## config.mk

```make
export PLATFORM = sky130hd
export DESIGN_NAME = imem_loader
export DESIGN_NICKNAME = d
export VERILOG_FILES = /design/src/rtl/imem_loader.sv
export SDC_FILE = /design/constraint.sdc
export NUM_CORES = 1
export LEC_CHECK = 0
export ABC_AREA = 1
export BUFFER_PORTS_ARGS = -buffer_cell sky130_fd_sc_hd__buf_4
export CAP_MARGIN = 30
export CELL_PAD_IN_SITES_DETAIL_PLACEMENT = 1
export CELL_PAD_IN_SITES_GLOBAL_PLACEMENT = 2
export CORE_MARGIN = 1.5
export CORE_UTILIZATION = 31
export DETAILED_ROUTE_END_ITERATION = 10
export GPL_TIMING_DRIVEN = 0
export MAX_ROUTING_LAYER = met4
export PLACE_DENSITY_LB_ADDON = 0.1
export SETUP_SLACK_MARGIN = 0.4
export SYNTH_ARGS = -nofsm -noshare
export SYNTH_HDL_FRONTEND = slang
export SYNTH_SLANG_ARGS = --single-unit
```

## constraint.sdc

```tcl
create_clock -name clk -period 5.45 [get_ports clk]
set_clock_uncertainty 0.1 [all_clocks]
set_input_delay 1.3625 -clock clk [delete_from_list [all_inputs] [get_ports clk]]
set_output_delay 1.3625 -clock clk [all_outputs]
set_load 0.02 [all_outputs]
```

## src/rtl/imem_loader.sv

```systemverilog
// rtl/imem_loader.sv - host byte stream to instruction-memory loader
// Packs big-endian bytes into words, writes them from address 0 and holds the CPU until the halt sentinel lands.
module imem_loader #(
   parameter int ADDR_WIDTH = 8
) (
   input  logic                  clk,
   input  logic                  rst,
   input  logic                  in_valid,
   input  logic [7:0]            in_byte,
   output logic                  in_ready,
   input  logic                  start,
   output logic                  wr_en,
   output logic [31:0]           wr_addr,
   output logic [31:0]           wr_data,
   output logic                  cpu_hold,
   output logic                  done,
   output logic                  error,
   output logic [ADDR_WIDTH:0]   word_count
);

   localparam logic [31:0]           SENTINEL  = 32'hFFFF_FFFF;
   localparam logic [ADDR_WIDTH-1:0] LAST_ADDR = '1;
   localparam logic [ADDR_WIDTH-1:0] ADDR_ONE  = 1;
   localparam logic [ADDR_WIDTH:0]   COUNT_ONE = 1;

   typedef enum logic [1:0] {S_LOAD, S_WRITE, S_DONE} state_t;

   state_t                state, state_nxt;
   logic [31:0]           asm_reg;
   logic [1:0]            byte_cnt;
   logic [ADDR_WIDTH-1:0] word_addr;
   logic                  is_sentinel;

   assign is_sentinel = (asm_reg == SENTINEL);
   assign wr_data     = asm_reg;
   assign wr_addr     = {{(30-ADDR_WIDTH){1'b0}}, word_addr, 2'b00};

   always_ff @(posedge clk or posedge rst) begin
      if (rst) state <= S_LOAD;
      else     state <= state_nxt;
   end

   always_comb begin
      state_nxt = state;
      in_ready  = 1'b0;
      wr_en     = 1'b0;
      case (state)
         S_LOAD: begin
            in_ready = 1'b1;
            if (in_valid && byte_cnt == 2'd3) state_nxt = S_WRITE;
         end
         S_WRITE: begin
            wr_en = 1'b1;
            if (is_sentinel || word_addr == LAST_ADDR) state_nxt = S_DONE;
            else                                       state_nxt = S_LOAD;
         end
         S_DONE: begin
            if (start) state_nxt = S_LOAD;
         end
         default: state_nxt = S_LOAD;
      endcase
   end

   always_ff @(posedge clk or posedge rst) begin
      if (rst) begin
         asm_reg    <= '0;
         byte_cnt   <= '0;
         word_addr  <= '0;
         word_count <= '0;
         cpu_hold   <= 1'b1;
         done       <= 1'b0;
         error      <= 1'b0;
      end else begin
         case (state)
            S_LOAD: begin
               if (in_valid) begin
                  asm_reg  <= {asm_reg[23:0], in_byte};
                  byte_cnt <= byte_cnt + 2'd1;
               end
            end
            S_WRITE: begin
               word_count <= word_count + COUNT_ONE;
               // Address saturates at the top word so an overflowing image never wraps onto word 0.
               if (word_addr != LAST_ADDR) word_addr <= word_addr + ADDR_ONE;
               if (is_sentinel) begin
                  done     <= 1'b1;
                  cpu_hold <= 1'b0;
               end else if (word_addr == LAST_ADDR) begin
                  done  <= 1'b1;
                  error <= 1'b1;
               end
            end
            S_DONE: begin
               if (start) begin
                  asm_reg    <= '0;
                  byte_cnt   <= '0;
                  word_addr  <= '0;
                  word_count <= '0;
                  cpu_hold   <= 1'b1;
                  done       <= 1'b0;
                  error      <= 1'b0;
               end
            end
            default: ;
         endcase
      end
   end

endmodule
```

==> summary.md <==
| Metric | Value |
|---|---|
| Run status | finished, final reports clean |
| Final setup fails | 0 |
| Row cnt | 33 |
| Main area contributors after synthesis | dfrtp_1, nand2_1, buf_4 |
| Peak supply drop | 157.7 uV |
| Gr ovfl total | 0 |
| RD Place Congestion | 0.7696 |
| CTS Buf Count | 5 |
| Synth area leader | dfrtp_1 |
| RSZ-0062 raised after global routing | false |
| Synth Area in Simple Gates | 20.78% |
| Crit Path Max Fanout | 10 |
| Final period utilization | 56.43% |
| Initial DRC count | 81 |
| Port-buffer cells | 65 |
| WS Path Type | flop to primary output |
| Cells after Synth | 311 |
| Final Worst Setup Slack | 2.375 ns |
| Synth Area in Compound Gates | 10.48% |
| Ports | 90 |
| Layout area overhead | 31.54% |
| First-pass detailed-route iteration total | 4 |
| WP data arrival | 1.61 ns |
| Yosys cell types | 32 |
| Most frequent cells in the layout | buf_4, dfrtp_1, nand2_1 |
| CTS tree | built |
| WL/cell | 13.94 um |
| Startpoint types | flop |
| DRT Wirelength | 7151 um |
| Total track usage | 15.89% |
| TNS Setup | 0 ns |
| Setup crit end kind | primary output |
| Die area | 0.009350 mm2 |
| Antenna violations before repair | 0 |
| Post-CTS Setup Bufs | 0 |
| N_diodes | 0 |
| Clk buf depth | 2 |
| Flops & latches, synth | 56 |
| Vias in the first global route | 2,313 |
| CTS H-Tree Depth | 2 |
| Synthesis warning total | 0 |
| Fmax | 325.2 MHz |
| Reg clk slew, reported paths | 0.10 ns |
| Finished Core Util | 42.92% |
| Fin crit period | 3.075 ns |
| First-pass GRT wire length | 11,720 um |
| Post-Synth XOR/XNOR Area | 0.9655% |
| Leak | 1.849 nW |
| CTS Root Cell | clkbuf_8 |
| Placed Cells incl. Taps | 505 |
| Post-synth top area share | 50.57% |
| Pwr dens | 434.3 mW/mm2 |
| # DRC | 0 |
| Synth Area in Adders | 1.379% |
| Place WS | 2.725 ns |
| Final net count | 422 |
| Core Region | 0.008341 mm2 |
| DP HPWL | 5426 um |
| Post-synthesis mux area share | 0.4138% |
| Resized Gates After CTS | 0 |
| Layout Cells excl Fill | 513 |
| Synthesized area per cell | 8.750 um2 |
| Hold-fix buffers, CTS | 0 |
| Final Cell Area | 0.003580 mm2 |
| Initial Util | 32.63% |
| Normalized max-slew margin | 65.86% |
| Worst hold slack | 0.3689 ns |
| Width of the die | 96.70 um |
| CTS sink count | 56 |
| Largest net degree at the start of global routing | 42 |
| Vias/cell | 4.530 |
| Placed inst area | 0.003447 mm2 |
| Endpoints failing hold | 0 |
| Tightest Pin Transition | 0.5121 ns |
| Max Slew Vio Count | 0 |
| Most common cell after layout, fill and taps aside | buf_4 |
| Mapped Area | 0.002721 mm2 |
| Layout cells sized above 1 | 28.68% |
| Largest family of logic cells by synthesized area | simple AND/OR/NAND/NOR gates |
| Register area share after synthesis | 51.54% |
| Max-Cap Viols | 0 |
| Worst-skew pair later-pin latency | 0.31 ns |
| Pwr Total | 1.555 mW |
| Antenna-violating nets left | 0 |
| Via count | 2,324 |
| HP Class | flop to flop |
| Critical Path RT | 3.99 ns |
| Die height | 96.70 um |
cell usage after synthesis, drive strengths merged:
cell type,count
clkbuf,5
dfstp,1
xor2,3
inv,43
o211ai,1
clkinv,1
buf,28
a21oi,6
nand2,55
o21ai,24
nor3,2
o22ai,17
nand4,4
nor2,22
nand3,36
and3,1
a31oi,1
ha,3
mux2,1
dfrtp,55
conb,1
a211oi,1
final cells by class:
type | instances | area [um2]
plain buffers | 33 | 219.0
flip-flops and latches | 56 | 1403
fillers | 1024 | 4761
clock buffers | 6 | 72.57
clock inverters | 2 | 60.06
repair buffers | 66 | 508.0
multi-input cells | 201 | 1016
well taps | 105 | 131.4
inverters | 44 | 170.2
per-layer routing:
layer / part of all wire (%) / up-vias / GRT usage (%) / wire, um
met5: 0 / - / - / 0
met4: 0.84 / 0 / 4.013 / 60
met3: 5.4 / 4 / 3.685 / 388
met2: 49 / 52 / 25.55 / 3517
met1: 45 / 1111 / 20.32 / 3185
li1: - / 1157 / - / -
registers in the layout, summed over array words and instances, names as in the netlist:
| name | flops |
|---|---|
| wr_data | 32 |
| word_count | 9 |
| word_addr | 8 |
| byte_cnt | 2 |
| state | 2 |
| cpu_hold | 1 |
| done | 1 |
| error | 1 |
power by group:
part / internal [mW] / switching, mW / total [mW]
Combinational: 0.238 / 0.354 / 0.592
Sequential: 0.527 / 0.109 / 0.637
Clock: 0.184 / 0.142 / 0.326
Total: 0.950 / 0.605 / 1.55
path summary, 6_finish.rpt:
check | from | end | slack (ns) | cells after the start
max in group asynchronous | rst | wr_data[9] | 3.79 | 3
worst min register to register | cpu_hold | cpu_hold | 0.37 | 2
worst max-delay path | state[0] | in_ready | 2.37 | 3
worst max register to register | state[0] | byte_cnt[0] | 3.79 | 5
min in group asynchronous | rst | word_count[0] | 0.92 | 2
worst min-delay path | cpu_hold | cpu_hold | 0.37 | 2
worst max-delay path: stages (launching register included):
cell	delay [ns]
dfrtp_1	0.42
nor2_1	0.22
clkbuf_1	0.43
buf_4	0.23
logic make-up after synthesis:
family                   count (synthesis)
multiplexers                             1
flip-flops                              56
adder cells (fa/ha/maj)                  3
buffers and inverters                   77
AND/OR/NAND/NOR                        120
AO/OA/AOI/OAI                           50
XOR/XNOR                                 3
other                                    1
Note: power is estimated with default switching activity, not from simulation.
